`src/rtl/axil_mem_arbiter.sv`:
```
// ---------------------------------------------------------------------------
// axil_mem_arbiter
//
// Purpose:
//   Shares one AXI4-Lite memory slave between two AXI4-Lite masters.
//   Only one transaction (a single write or a single read) is in flight at
//   any time. When both masters request in the same cycle, they take turns
//   (round-robin). A write takes priority over a read from the same master.
//
// Ports:
//   aclk, aresetn   clock (rising edge) and asynchronous active-low reset
//   s0_axil_*       AXI4-Lite slave port facing master 0 (aw, w, b, ar, r)
//   s1_axil_*       AXI4-Lite slave port facing master 1 (aw, w, b, ar, r)
//   m_axil_*        AXI4-Lite master port facing the shared memory slave
//   grant           one-hot current owner (bit0 = master 0, bit1 = master 1),
//                   00 while idle
// ---------------------------------------------------------------------------
module axil_mem_arbiter #(
  parameter int ADDR_WIDTH = 32,
  parameter int DATA_WIDTH = 32,
  parameter int STRB_WIDTH = DATA_WIDTH / 8
) (
  input  logic                  aclk,
  input  logic                  aresetn,
  // master 0
  input  logic [ADDR_WIDTH-1:0] s0_axil_awaddr,
  input  logic [2:0]            s0_axil_awprot,
  input  logic                  s0_axil_awvalid,
  output logic                  s0_axil_awready,
  input  logic [DATA_WIDTH-1:0] s0_axil_wdata,
  input  logic [STRB_WIDTH-1:0] s0_axil_wstrb,
  input  logic                  s0_axil_wvalid,
  output logic                  s0_axil_wready,
  output logic [1:0]            s0_axil_bresp,
  output logic                  s0_axil_bvalid,
  input  logic                  s0_axil_bready,
  input  logic [ADDR_WIDTH-1:0] s0_axil_araddr,
  input  logic [2:0]            s0_axil_arprot,
  input  logic                  s0_axil_arvalid,
  output logic                  s0_axil_arready,
  output logic [DATA_WIDTH-1:0] s0_axil_rdata,
  output logic [1:0]            s0_axil_rresp,
  output logic                  s0_axil_rvalid,
  input  logic                  s0_axil_rready,
  // master 1
  input  logic [ADDR_WIDTH-1:0] s1_axil_awaddr,
  input  logic [2:0]            s1_axil_awprot,
  input  logic                  s1_axil_awvalid,
  output logic                  s1_axil_awready,
  input  logic [DATA_WIDTH-1:0] s1_axil_wdata,
  input  logic [STRB_WIDTH-1:0] s1_axil_wstrb,
  input  logic                  s1_axil_wvalid,
  output logic                  s1_axil_wready,
  output logic [1:0]            s1_axil_bresp,
  output logic                  s1_axil_bvalid,
  input  logic                  s1_axil_bready,
  input  logic [ADDR_WIDTH-1:0] s1_axil_araddr,
  input  logic [2:0]            s1_axil_arprot,
  input  logic                  s1_axil_arvalid,
  output logic                  s1_axil_arready,
  output logic [DATA_WIDTH-1:0] s1_axil_rdata,
  output logic [1:0]            s1_axil_rresp,
  output logic                  s1_axil_rvalid,
  input  logic                  s1_axil_rready,
  // shared slave
  output logic [ADDR_WIDTH-1:0] m_axil_awaddr,
  output logic [2:0]            m_axil_awprot,
  output logic                  m_axil_awvalid,
  input  logic                  m_axil_awready,
  output logic [DATA_WIDTH-1:0] m_axil_wdata,
  output logic [STRB_WIDTH-1:0] m_axil_wstrb,
  output logic                  m_axil_wvalid,
  input  logic                  m_axil_wready,
  input  logic [1:0]            m_axil_bresp,
  input  logic                  m_axil_bvalid,
  output logic                  m_axil_bready,
  output logic [ADDR_WIDTH-1:0] m_axil_araddr,
  output logic [2:0]            m_axil_arprot,
  output logic                  m_axil_arvalid,
  input  logic                  m_axil_arready,
  input  logic [DATA_WIDTH-1:0] m_axil_rdata,
  input  logic [1:0]            m_axil_rresp,
  input  logic                  m_axil_rvalid,
  output logic                  m_axil_rready,
  output logic [1:0]            grant
);

  typedef enum logic [2:0] {IDLE, WRITE, WRESP, RADDR, RDATA} state_t;

  state_t r_state, w_nextState;
  logic   r_grantIdx, w_nextGrantIdx;
  logic   r_lastGrant, w_nextLastGrant;
  logic   r_awDone, w_nextAwDone;
  logic   r_wDone, w_nextWDone;

  logic                  w_awvalid, w_wvalid, w_bready, w_arvalid, w_rready;
  logic                  w_awHs, w_wHs;
  logic                  w_awReady, w_wReady, w_bValid, w_arReady, w_rValid;
  logic                  w_req0, w_req1, w_pick;

  // Channel signals of whichever master currently owns the slave port.
  // The payload goes straight through; only valid/ready are qualified.
  assign w_awvalid      = r_grantIdx ? s1_axil_awvalid : s0_axil_awvalid;
  assign w_wvalid       = r_grantIdx ? s1_axil_wvalid  : s0_axil_wvalid;
  assign w_bready       = r_grantIdx ? s1_axil_bready  : s0_axil_bready;
  assign w_arvalid      = r_grantIdx ? s1_axil_arvalid : s0_axil_arvalid;
  assign w_rready       = r_grantIdx ? s1_axil_rready  : s0_axil_rready;
  assign m_axil_awaddr  = r_grantIdx ? s1_axil_awaddr  : s0_axil_awaddr;
  assign m_axil_awprot  = r_grantIdx ? s1_axil_awprot  : s0_axil_awprot;
  assign m_axil_wdata   = r_grantIdx ? s1_axil_wdata   : s0_axil_wdata;
  assign m_axil_wstrb   = r_grantIdx ? s1_axil_wstrb   : s0_axil_wstrb;
  assign m_axil_araddr  = r_grantIdx ? s1_axil_araddr  : s0_axil_araddr;
  assign m_axil_arprot  = r_grantIdx ? s1_axil_arprot  : s0_axil_arprot;

  // A channel that already handshook is blanked so it is never presented twice.
  assign w_awHs = (r_state == WRITE) && !r_awDone && w_awvalid && m_axil_awready;
  assign w_wHs  = (r_state == WRITE) && !r_wDone  && w_wvalid  && m_axil_wready;

  // Round-robin: on a tie, the master that did not win last time goes next.
  assign w_req0 = s0_axil_awvalid || s0_axil_arvalid;
  assign w_req1 = s1_axil_awvalid || s1_axil_arvalid;
  assign w_pick = (w_req0 && w_req1) ? ~r_lastGrant : w_req1;

  assign grant = (r_state == IDLE) ? 2'b00 : (r_grantIdx ? 2'b10 : 2'b01);

  // State register plus the bookkeeping bits; reset drops straight to IDLE,
  // abandoning anything in flight.
  always_ff @(posedge aclk or negedge aresetn) begin
    if (!aresetn) begin
      r_state     <= IDLE;
      r_grantIdx  <= 1'b0;
      r_lastGrant <= 1'b1;
      r_awDone    <= 1'b0;
      r_wDone     <= 1'b0;
    end else begin
      r_state     <= w_nextState;
      r_grantIdx  <= w_nextGrantIdx;
      r_lastGrant <= w_nextLastGrant;
      r_awDone    <= w_nextAwDone;
      r_wDone     <= w_nextWDone;
    end
  end

  // Next-state logic. Requests are only looked at in IDLE; the write side
  // waits until both AW and W have handshook, in whichever order.
  always_comb begin
    w_nextState     = r_state;
    w_nextGrantIdx  = r_grantIdx;
    w_nextLastGrant = r_lastGrant;
    w_nextAwDone    = r_awDone;
    w_nextWDone     = r_wDone;
    case (r_state)
      IDLE: begin
        if (w_req0 || w_req1) begin
          w_nextGrantIdx = w_pick;
          w_nextState    = (w_pick ? s1_axil_awvalid : s0_axil_awvalid) ? WRITE : RADDR;
        end
      end
      WRITE: begin
        if ((r_awDone || w_awHs) && (r_wDone || w_wHs)) begin
          w_nextState  = WRESP;
          w_nextAwDone = 1'b0;
          w_nextWDone  = 1'b0;
        end else begin
          w_nextAwDone = r_awDone || w_awHs;
          w_nextWDone  = r_wDone  || w_wHs;
        end
      end
      WRESP: begin
        if (m_axil_bvalid && w_bready) begin
          w_nextState     = IDLE;
          w_nextLastGrant = r_grantIdx;
        end
      end
      RADDR: begin
        if (w_arvalid && m_axil_arready) begin
          w_nextState = RDATA;
        end
      end
      RDATA: begin
        if (m_axil_rvalid && w_rready) begin
          w_nextState     = IDLE;
          w_nextLastGrant = r_grantIdx;
        end
      end
      default: w_nextState = IDLE;
    endcase
  end

  // Valid/ready steering: only the channel belonging to the current state is
  // opened; everything else on the slave port stays quiet.
  always_comb begin
    m_axil_awvalid = 1'b0;
    m_axil_wvalid  = 1'b0;
    m_axil_bready  = 1'b0;
    m_axil_arvalid = 1'b0;
    m_axil_rready  = 1'b0;
    w_awReady      = 1'b0;
    w_wReady       = 1'b0;
    w_bValid       = 1'b0;
    w_arReady      = 1'b0;
    w_rValid       = 1'b0;
    case (r_state)
      WRITE: begin
        m_axil_awvalid = w_awvalid && !r_awDone;
        m_axil_wvalid  = w_wvalid  && !r_wDone;
        w_awReady      = m_axil_awready && !r_awDone;
        w_wReady       = m_axil_wready  && !r_wDone;
      end
      WRESP: begin
        m_axil_bready = w_bready;
        w_bValid      = m_axil_bvalid;
      end
      RADDR: begin
        m_axil_arvalid = w_arvalid;
        w_arReady      = m_axil_arready;
      end
      RDATA: begin
        m_axil_rready = w_rready;
        w_rValid      = m_axil_rvalid;
      end
      default: ;
    endcase
  end

  // Fan the steered handshakes and response payload back to the owning
  // master only; the other master sees zeros everywhere.
  always_comb begin
    s0_axil_awready = w_awReady && !r_grantIdx;
    s0_axil_wready  = w_wReady  && !r_grantIdx;
    s0_axil_bvalid  = w_bValid  && !r_grantIdx;
    s0_axil_arready = w_arReady && !r_grantIdx;
    s0_axil_rvalid  = w_rValid  && !r_grantIdx;
    s1_axil_awready = w_awReady && r_grantIdx;
    s1_axil_wready  = w_wReady  && r_grantIdx;
    s1_axil_bvalid  = w_bValid  && r_grantIdx;
    s1_axil_arready = w_arReady && r_grantIdx;
    s1_axil_rvalid  = w_rValid  && r_grantIdx;
    s0_axil_bresp   = (r_state == WRESP && !r_grantIdx) ? m_axil_bresp : 2'b00;
    s1_axil_bresp   = (r_state == WRESP &&  r_grantIdx) ? m_axil_bresp : 2'b00;
    s0_axil_rresp   = (r_state == RDATA && !r_grantIdx) ? m_axil_rresp : 2'b00;
    s1_axil_rresp   = (r_state == RDATA &&  r_grantIdx) ? m_axil_rresp : 2'b00;
    s0_axil_rdata   = (r_state == RDATA && !r_grantIdx) ? m_axil_rdata : '0;
    s1_axil_rdata   = (r_state == RDATA &&  r_grantIdx) ? m_axil_rdata : '0;
  end

endmodule
```
`config.mk`:
```
export PLATFORM = sky130hd
export DESIGN_NAME = axil_mem_arbiter
export DESIGN_NICKNAME = d
export VERILOG_FILES = /design/src/rtl/axil_mem_arbiter.sv
export SDC_FILE = /design/constraint.sdc
export NUM_CORES = 1
export LEC_CHECK = 0
export BUFFER_PORTS_ARGS = -buffer_cell sky130_fd_sc_hd__buf_2
export CORE_AREA = 4 4 175 177
export CTS_CLUSTER_SIZE = 12
export DETAILED_ROUTE_END_ITERATION = 10
export DIE_AREA = 0 0 179 181
export PLACE_DENSITY = 0.33
export SYNTH_ARGS = -nofsm -noshare
export SYNTH_HDL_FRONTEND = slang
export SYNTH_SLANG_ARGS = --single-unit
```
`constraint.sdc`:
```
create_clock -name aclk -period 4.7 [get_ports aclk]
set_clock_uncertainty 0.1 [all_clocks]
set_input_delay 1.41 -clock aclk [delete_from_list [all_inputs] [get_ports aclk]]
set_output_delay 1.41 -clock aclk [all_outputs]
set_load 0.005 [all_outputs]
```
# After elaboration in Yosys (flattened, before gate mapping)
# Cells that the tools add are included.
# word_totals
reg_bits,7
latchBits,0
ram_bits,0
romBits,0
in_bits,265
memories,0
# classes
addsub,0
multipliers,0
div,0
n_lt_le_gt_ge,0
eq_ne,9
n_shift,0
n_mux,43
n_bitwise,1
n_reduce_logical,42
# op_table
op,count
$mux W32,5
$logic_and A1 B1 Y1,29
$mux W1,21
$mux W3,7
$pmux W3 S5,1
$mux W2,7
$eq A3 B2 Y1 const B,2
$ne A2 B2 Y1 const B,3
$logic_or A1 B1 Y1,5
$reduce_and A5 Y1,1
$mux W4,1
$ne A2 B1 Y1 const B,2
$eq A3 B1 Y1 const B,1
$eq A3 B3 Y1 const B,1
$logic_not A1 Y1,3
$logic_not A3 Y1,1
$reduce_and A3 Y1,1
$pmux W1 S2,1
$reduce_and A2 Y1,1
$reduce_bool A2 Y1,1
$not A1 Y1,1

# Logic depth before layout (Yosys ltp)
# Gate-level depths: netlist of run 1.
# logic_depth
word_depth,8
mapped_depth,6
depth_no_buf,5

# Worst setup path before layout of run 1
# OpenSTA, ideal clock, no wires.
# synth_path
path_kind,in2out
start,input port s1_axil_rready
end,output port m_axil_rready
arrival_time_ps,1820
required_ps,3190
setup_slack_ps,1370
cell_stages,2
n_path_buf,0
path_cell_list,mux2_2 nor2b_1
# synth_between
elab_chain_cells,2
# synth_rtl
item,line,text
start: declaration,64,"input logic s1_axil_rready,"
$mux W1,107,assign w_rready = r_grantIdx ? s1_axil_rready : s0_axil_rready;
$mux W1,203,case (r_state)
end: declaration,84,"output logic m_axil_rready,"
# Every way passes these cells.

# Final worst setup path of run 1
# layout_path
start,register r_grantIdx
end,output port s1_axil_rdata[27]
# layout_between
elab_chain_cells,2
# layout_rtl
item,line,text
start: declaration,91,"logic r_grantIdx, w_nextGrantIdx;"
start signal: assignment,137,r_grantIdx <= w_nextGrantIdx;
$logic_and A1 B1 Y1,244,s1_axil_rdata = (r_state == RDATA && r_grantIdx) ? m_axil_rdata : '0;
$mux W32,244,
end: declaration,61,"output logic [DATA_WIDTH-1:0] s1_axil_rdata,"
# Every way passes these cells.

==> flow_metrics.tcl, run 1 <==
set metrics [dict create \
    ys.flop_type "dfrtp_1" \
    synthCells 280 \
    top_level_ports 460 \
    post_synth.cell_area_avg_um2 8.59 \
    vdd_drop_max_uv 187 \
    ctsLongestPathBuffers 2 \
    hpwl_um 14900 \
    drv_slew 0 \
    synth_top_area_cell "mux2_2" \
    syn_to_final_growth_pct 117 \
    clock-root-buffer "clkbuf_16" \
    seq_area_frac_synth_pct 7.34 \
    die_area_mm2 0.0324 \
    status "complete, no violations" \
    worst_pin_slew_ns 0.908 \
    htreeDepth 1 \
    cts_tree "yes" \
    leakagePower_nw 2.95 \
    fmax_mhz 273 \
    synth_top_family_by_area "multiplexers" \
    drv_cap 0 \
    crit_arrival_ns 2.16 \
    hold_ws_ns 0.413 \
    diodes 0 \
    via_count 3817 \
    core-area_mm2 0.0292 \
    synth-seq-cells 7 \
    worst_slack_ns 1.03 \
    crit_required_ns 3.19 \
    synth_nets 545 \
    yosysUniqueCellTypes 37 \
    critPathKind "reg2out" \
    clkLatencyLatePin_ns 0.23 \
    synth_compound_area_share_pct 4.42 \
    grt-ovfl-total 0 \
    grt_pass1_vias 4018 \
    synth_top_area_share_pct 50.1 \
    cts-buffers-inserted 3 \
    antenna_found_initial 4 \
    drt_iter0_drc 65 \
    vias_per_cell 3.42 \
    wirelength_um 16400 \
    ff2ff_setup_slack_ns 2.03 \
    ant_nets 0 \
    yosys-top-cells-area "mux2_2 (50%), and2_1 (19%), dfrtp_1 (6.2%), nor2_1 (2.8%), clkbuf_1 (1.7%)" \
    period_needed_ns 3.67 \
    synth_edf_count 0 \
    post_cts_resize_count 0 \
    end_kind "output port" \
    yosysWarnings 0 \
    slew_headroom_pct 39.0 \
    power-per-cell-area_mw_per_mm2 315 \
    worstHoldPathType "reg2reg" \
    port-buffer-count 459 \
    crit_path_max_fanout 44 \
    synth-xor-area-share_pct 0 \
    dp_slack_ns 1.04 \
    period_share_pct 78.0 \
    yosys.area_share.simple_pct 31.5 \
    post_cts_buffers 0 \
    drt_first_pass_iters 4 \
    yosysMostFrequentCell "mux2_2" \
    grt_max_degree 79 \
    drive_gt1_share_pct 80.7 \
    hold_violations 0 \
    synth_fa_ha_area_share_pct 0 \
    setup_violations 0 \
    grt_use_total_pct 9.15 \
    grt_first_pass_wirelength_um 22700 \
    synth.cells.most_frequent "mux2_2 (107), and2_1 (72), nor2_1 (18)" \
    routabilityCongestion 0.816 \
    async_flop_share_pct 100 \
    clock_sinks 7 \
    fin_tns_setup_ns 0 \
    fin_nets 991 \
    die_x_um 179 \
    num_rows 63 \
    synth.cell_area_mm2 0.00240 \
    synth_mux_area_share_pct 52.4 \
    fillers 3358 \
    drc 0 \
    wl_per_cell_um 14.7 \
    start_kind "flop" \
    cts_hold_buf 0 \
    clkTransAtPathRegs_ns 0.04 \
    rsz0062_at_grt "no" \
    start_util_pct 8.22 \
    die_h_um 181 \
]
[worst paths after layout]
check | from | to | cells after the start
worst max-delay path | r_grantIdx | s1_axil_rdata[27] | 5
worst min-delay path | r_lastGrant | r_lastGrant | 2
worst max register to register | r_grantIdx | r_state[0] | 6
worst min register to register | r_lastGrant | r_lastGrant | 2
max in group asynchronous | aresetn | r_lastGrant | 1
min in group asynchronous | aresetn | r_state[2] | 1
[layer usage]
layer	GRT usage, %	vias to the layer above	wire, µm
met3	2.28	16	1500
met2	17.7	223	8620
met4	1.54	8	151
met1	10.0	1696	6050
met5	0	-	55
li1	-	1874	-
[critical path, stage by stage, from the launching register on]
cell and delay, ns:
dfrtp_4 0.81, inv_1 0.34, nor2_2 0.17, buf_4 0.28, and2_1 0.17, buf_2 0.12
[final cells by class]
class | instances | area (µm²) | area share, %
multi-input cells | 249 | 2120 | 40.7
clock buffers | 4 | 78.8 | 1.51
flip-flops and latches | 7 | 180 | 3.45
repair buffers | 462 | 2330 | 44.7
well taps | 390 | 488 | 9.36
inverters | 3 | 11.3 | 0.216
[per-stage QoR]
| step | cells | instance area, µm² | total power [mW] | util [%] |
|---|---|---|---|---|
| CTS | 1115 | 5220 | 1.70 | 17.8 |
| global route | 1115 | 5220 | 1.80 | 17.8 |
| detailed placement | 1111 | 5140 | 1.55 | 17.6 |
| global placement | 1111 | 5140 | 1.56 | 17.6 |
| finish | 1115 | 5220 | 1.64 | 17.8 |
| floorplan | 280 | 2400 | 0.948 | - |
[flip-flops by register name, summed over array words and instances, names as in the netlist]
register / cells
r_state: 3
r_awDone: 1
r_wDone: 1
r_grantIdx: 1
r_lastGrant: 1
[layout by cell type (no fill, tap or decap), types with 3 or more instances in the layout]
master	n
a21oi_1	4
and2_1	72
buf_2	459
clkbuf_16	3
dfrtp_1	5
inv_1	3
mux2_2	107
mux2i_1	4
nand2_1	4
nor2_1	18
nor2b_1	4
nor3_1	7
o21ai_0	3
[where the power goes]
part | switching, mW | internal, mW
Sequential | 0.117 | 0.0918
Combinational | 0.550 | 0.736
Clock | 0.0346 | 0.113
[cells by family after synthesis]
group / count (synthesis)
and+or+nand+nor: 122
muxes: 112
AOI/OAI and AO/OA: 15
DFF: 7
buffers and inverters: 24
Power figures use the tool's default switching activity.
==> run 2, diff against run 1 <==
Settings changed: CORE_AREA 4 4 175 177 to 4 4 176 178, DIE_AREA 0 0 179 181 to 0 0 180 182, PLACE_DENSITY 0.33 to 0.34.
Clock period 4.7 ns to 3.24 ns, I/O delays scaled along.
==> flow_metrics.tcl, run 2 (synthesized netlist as in run 1, its figures left out) <==
set metrics [dict create \
    status "complete, no violations" \
    grt_first_pass_wirelength_um 23700 \
    drive_gt1_share_pct 80.9 \
    wl_per_cell_um 15.0 \
    crit_required_ns 2.17 \
    port-buffer-count 459 \
    drv_slew 0 \
    fin_nets 998 \
    vdd_drop_max_uv 331 \
    grt_pass1_vias 3968 \
    drt_first_pass_iters 4 \
    slew_headroom_pct 68.6 \
    power-per-cell-area_mw_per_mm2 478 \
    num_rows 63 \
    routabilityCongestion 0.813 \
    critPathKind "reg2out" \
    fin_tns_setup_ns 0 \
    wirelength_um 16800 \
    via_count 3804 \
    leakagePower_nw 2.99 \
    die_x_um 180 \
    worstHoldPathType "reg2reg" \
    drv_cap 0 \
    htreeDepth 1 \
    start_util_pct 8.18 \
    core-area_mm2 0.0294 \
    clkLatencyLatePin_ns 0.23 \
    hold_violations 0 \
    syn_to_final_growth_pct 120 \
    cts_hold_buf 0 \
    start_kind "flop" \
    critPathSlowestCell "dfrtp_1" \
    grt_use_total_pct 9.24 \
    crit_chain "or3b_4 -> nor2_2 -> buf_4 -> and2_1 -> buf_2" \
    regMostFlops "r_state" \
    hpwl_um 15100 \
    worst_pin_slew_ns 0.458 \
    final_common_cell "buf_2" \
    end_kind "output port" \
    vias_per_cell 3.39 \
    grt_max_degree 48 \
    crit_path_max_fanout 35 \
    layout_common_cells "buf_2 (459), mux2_2 (107), and2_1 (72), nor2_1 (18)" \
    grt-ovfl-total 0 \
    hold_ws_ns 0.419 \
    cts_tree "yes" \
    top_level_ports 460 \
    drt_iter0_drc 83 \
    period_share_pct 92.2 \
    clock_sinks 7 \
    period_needed_ns 2.99 \
    die_area_mm2 0.0328 \
    crit_arrival_ns 1.91 \
    cts-buffers-inserted 3 \
    setup_violations 0 \
    slowest_delay_ns 0.50 \
    clkTransAtPathRegs_ns 0.04 \
    drc 0 \
    post_cts_buffers 0 \
    post_cts_resize_count 0 \
    clock-root-buffer "clkbuf_16" \
    critical-path-top-delay-family "simple AND/OR/NAND/NOR gates" \
    path_buf_inv 2 \
    ant_nets 0 \
    rsz0062_at_grt "no" \
    die_h_um 182 \
    diodes 0 \
    antenna_found_initial 1 \
    fmax_mhz 335 \
    ctsLongestPathBuffers 2 \
    largest_reg_flops 3 \
]
[run 2: cell types whose count changed in the layout (fill, tap and decap cells not counted), sizes merged]
| cell | before | now |
|---|---|---|
| buf | 462 | 469 |
[run 2: through the flow]
step                      setup WS, ns  area [µm²]  power, mW  std cells  utilization [%]
after floorplan                  0.786        2400       1.37        280                -
after global placement           0.365        5210       2.40       1118             17.7
after detailed placement         0.415        5210       2.37       1118             17.7
after CTS                        0.240        5290       2.59       1122             18.0
after global routing             0.111        5290       2.74       1122             18.0
final                            0.253        5290       2.53       1122             18.0
[run 2: area by class of cell]
cell class | instances | area, µm²
Inverter | 3 | 11.3
Clock buffer | 4 | 78.8
Multi-Input combinational cell | 249 | 2120
Fill cell | 3386 | 24100
Timing Repair Buffer | 469 | 2410
Tap cell | 390 | 488
Sequential cell | 7 | 180
[run 2: worst paths after layout]
kind | startpoint | to | slack, ns | cells past startpoint
min in group asynchronous | aresetn | r_grantIdx | 0.48 | 1
worst max register to register | r_grantIdx | r_state[0] | 0.98 | 6
worst min register to register | r_lastGrant | r_lastGrant | 0.42 | 2
worst min-delay path | r_lastGrant | r_lastGrant | 0.42 | 2
worst max-delay path | r_state[2] | s0_axil_rdata[1] | 0.25 | 5
max in group asynchronous | aresetn | r_lastGrant | 2.32 | 1
[run 2: worst register-to-register path, stage by stage (launching register included)]
cell and delay [ns]:
dfrtp_4 0.44, buf_12 0.28, mux2i_1 0.49, nand3b_4 0.25, o311ai_2 0.13, nor4b_4 0.16, mux2_4 0.29
[run 2: report_power, final]
group          leakage [nW]  switching (mW)  internal [mW]
clock network        0.0382          0.0433          0.163
registers            0.0844          0.0752          0.135
logic                  2.87           0.959           1.15
[run 2: layer usage]
| layer | track usage, % | routed length (µm) | vias to the layer above | share of wire [%] |
|---|---|---|---|---|
| li1 | - | - | 1885 | - |
| met4 | 1.31 | 149 | 2 | 0.89 |
| met5 | 0 | 7 | - | 0.042 |
| met1 | 11.1 | 6930 | 1703 | 41 |
| met3 | 2.18 | 1120 | 14 | 6.6 |
| met2 | 17.0 | 8610 | 200 | 51 |
==> run 3, diff against run 2 <==
Settings changed: ABC_AREA set to 1, CELL_PAD_IN_SITES_DETAIL_PLACEMENT set to 1, CELL_PAD_IN_SITES_GLOBAL_PLACEMENT set to 2, CORE_AREA 4 4 176 178 to not set, CORE_ASPECT_RATIO set to 0.5, CORE_MARGIN set to 4, CORE_UTILIZATION set to 10, DIE_AREA 0 0 180 182 to not set, PLACE_DENSITY 0.34 to 0.95.
==> flow_metrics.tcl, run 3 <==
set metrics [dict create \
    status "complete, no violations" \
    fmax_mhz 341 \
    slowest_delay_ns 0.43 \
    start_util_pct 10.3 \
    wl_per_cell_um 17.5 \
    cts_tree "yes" \
    top_level_ports 460 \
    antenna_found_initial 2 \
    fin_nets 1279 \
    largest_reg_flops 3 \
    power-per-cell-area_mw_per_mm2 604 \
    crit_path_max_fanout 35 \
    grt_max_degree 117 \
    worstHoldPathType "reg2reg" \
    synth-seq-cells 7 \
    port-buffer-count 459 \
    synth_edf_count 0 \
    critical-path-top-delay-family "simple AND/OR/NAND/NOR gates" \
    start_kind "flop" \
    crit_arrival_ns 1.86 \
    diodes 0 \
    synth_fa_ha_area_share_pct 0 \
    cts_hold_buf 0 \
    rsz0062_at_grt "no" \
    regMostFlops "r_state" \
    htreeDepth 1 \
    period_share_pct 90.5 \
    synth-xor-area-share_pct 0 \
    vdd_drop_max_uv 337 \
    async_flop_share_pct 100 \
    clkLatencyLatePin_ns 0.24 \
    die_area_mm2 0.0265 \
    dp.cells 1316 \
    synth_nets 837 \
    routabilityCongestion 0.962 \
    crit_chain "nor3_2 -> nand2_1 -> buf_4 -> nor2_1 -> buf_2" \
    grt-ovfl-total 0 \
    end_kind "output port" \
    path_buf_inv 2 \
    layout_common_cells "buf_2 (459), nand2_1 (361), nor2_1 (88), inv_1 (55), nand3_1 (8)" \
    leakagePower_nw 3.71 \
    final_common_cell "buf_2" \
    ys.flop_type "dfrtp_1" \
    syn_to_final_growth_pct 115 \
    drt_first_pass_iters 4 \
    clock-root-buffer "clkbuf_16" \
    ctsLongestPathBuffers 2 \
    ant_nets 0 \
    fin_tns_setup_ns 0 \
    seq_area_frac_synth_pct 7.41 \
    wirelength_um 23100 \
    synth_top_area_share_pct 56.9 \
    synth_top_area_cell "nand2_1" \
    synth_top_family_by_area "simple AND/OR/NAND/NOR gates" \
    hpwl_um 20400 \
    hold_violations 0 \
    clock_sinks 7 \
    die_x_um 226 \
    drt_iter0_drc 221 \
    drc 0 \
    via_count 5106 \
    yosysWarnings 0 \
    worst_pin_slew_ns 0.512 \
    finalNonFillerCells 1320 \
    clkTransAtPathRegs_ns 0.04 \
    critPathSlowestCell "dfrtp_1" \
    post_cts_resize_count 0 \
    yosysUniqueCellTypes 20 \
    vias_per_cell 3.87 \
    cts-buffers-inserted 3 \
    grt_first_pass_wirelength_um 31600 \
    yosysMostFrequentCell "nand2_1" \
    slew_headroom_pct 65.9 \
    post_synth.cell_area_avg_um2 4.16 \
    core-area_mm2 0.0231 \
    synthCells 572 \
    setup_violations 0 \
    post_cts_buffers 0 \
    grt_use_total_pct 15.6 \
    yosys.area_share.simple_pct 76.1 \
    period_needed_ns 2.93 \
    drive_gt1_share_pct 47.3 \
    drv_slew 0 \
    crit_required_ns 2.17 \
    synth.cell_area_mm2 0.00238 \
    synth.cells.most_frequent "nand2_1 (361), nor2_1 (88), inv_1 (55)" \
    yosys-top-cells-area "nand2_1 (57%), nor2_1 (14%), inv_1 (8.7%), dfrtp_1 (6.3%), buf_2 (3.6%)" \
    num_rows 39 \
    synth_compound_area_share_pct 1.89 \
    grt_pass1_vias 5085 \
    die_h_um 117 \
    drv_cap 0 \
    critPathKind "reg2out" \
    synth_mux_area_share_pct 0 \
]
run 3: changes by cell type after synthesis, moves of 4 or more:
cell / previous run / this run
nor3_1: 7 / 2
nor2_1: 18 / 88
mux2i_1: 4 / 0
nand2_1: 4 / 361
buf_2: 8 / 17
nor2b_1: 4 / 0
inv_1: 3 / 55
mux2_2: 107 / 0
and2_1: 72 / 0
nand3_1: 1 / 8
run 3: report_power, final:
group / total [mW] / internal (mW) / switching, mW / leakage, nW
clock network: 0.218 / 0.164 / 0.0538 / 0.0382
logic: 2.67 / 1.01 / 1.66 / 3.59
registers: 0.205 / 0.140 / 0.0649 / 0.0852
run 3: worst register-to-register path, cell delays in order (launching register included):
cell and delay (ns):
dfrtp_4 0.45, buf_12 0.42, nor2_1 0.16, a21oi_1 0.17, nand3_1 0.14, nand2_1 0.14, nand3_1 0.11, nand2_1 0.08
nand2_1 0.06
run 3: kinds of logic after synthesis:
| logic type | Yosys count |
|---|---|
| AOI/OAI and AO/OA | 9 |
| buffers and inverters | 87 |
| DFF | 7 |
| and+or+nand+nor | 469 |
run 3: per-stage QoR:
step	utilization, %	hold slack (ns)	worst slack (ns)	area, µm²	total power, mW
5_1_grt	22.2	0.453	0.153	5130	3.43
3_3_place_gp	21.8	0.383	0.533	5050	2.86
4_1_cts	22.2	0.413	0.324	5130	3.14
6_report	22.2	0.409	0.307	5130	3.09
2_1_floorplan	-	0.365	0.844	2380	1.49
3_5_place_dp	21.8	0.408	0.514	5050	2.90
run 3: worst paths after layout:
check | start | end | slack [ns] | cells past startpoint
min in group asynchronous | aresetn | r_state[1] | 0.47 | 1
setup / recovery | r_state[1] | s1_axil_rvalid | 0.31 | 5
max in group asynchronous | aresetn | r_lastGrant | 2.34 | 1
hold reg to reg | r_lastGrant | r_lastGrant | 0.41 | 2
hold / removal | r_lastGrant | r_lastGrant | 0.41 | 2
setup reg to reg | r_grantIdx | r_state[0] | 1.28 | 8
run 3: routing by layer:
layer | wire (µm) | global-route usage, % | part of all wire, % | vias up
met5 | 0 | 0 | 0 | -
met4 | 191 | 2.47 | 0.83 | 0
met3 | 1180 | 2.42 | 5.1 | 13
met2 | 11500 | 25.7 | 50 | 126
met1 | 10200 | 22.0 | 44 | 2422
li1 | - | - | - | 2545
run 3: layout make-up:
cell class	count	area, µm²
multi-input combinational	478	1860
fill	3199	18000
inverter	56	211
tap	307	384
clock buffer	4	78.8
sequential	7	180
timing repair buffer	468	2410
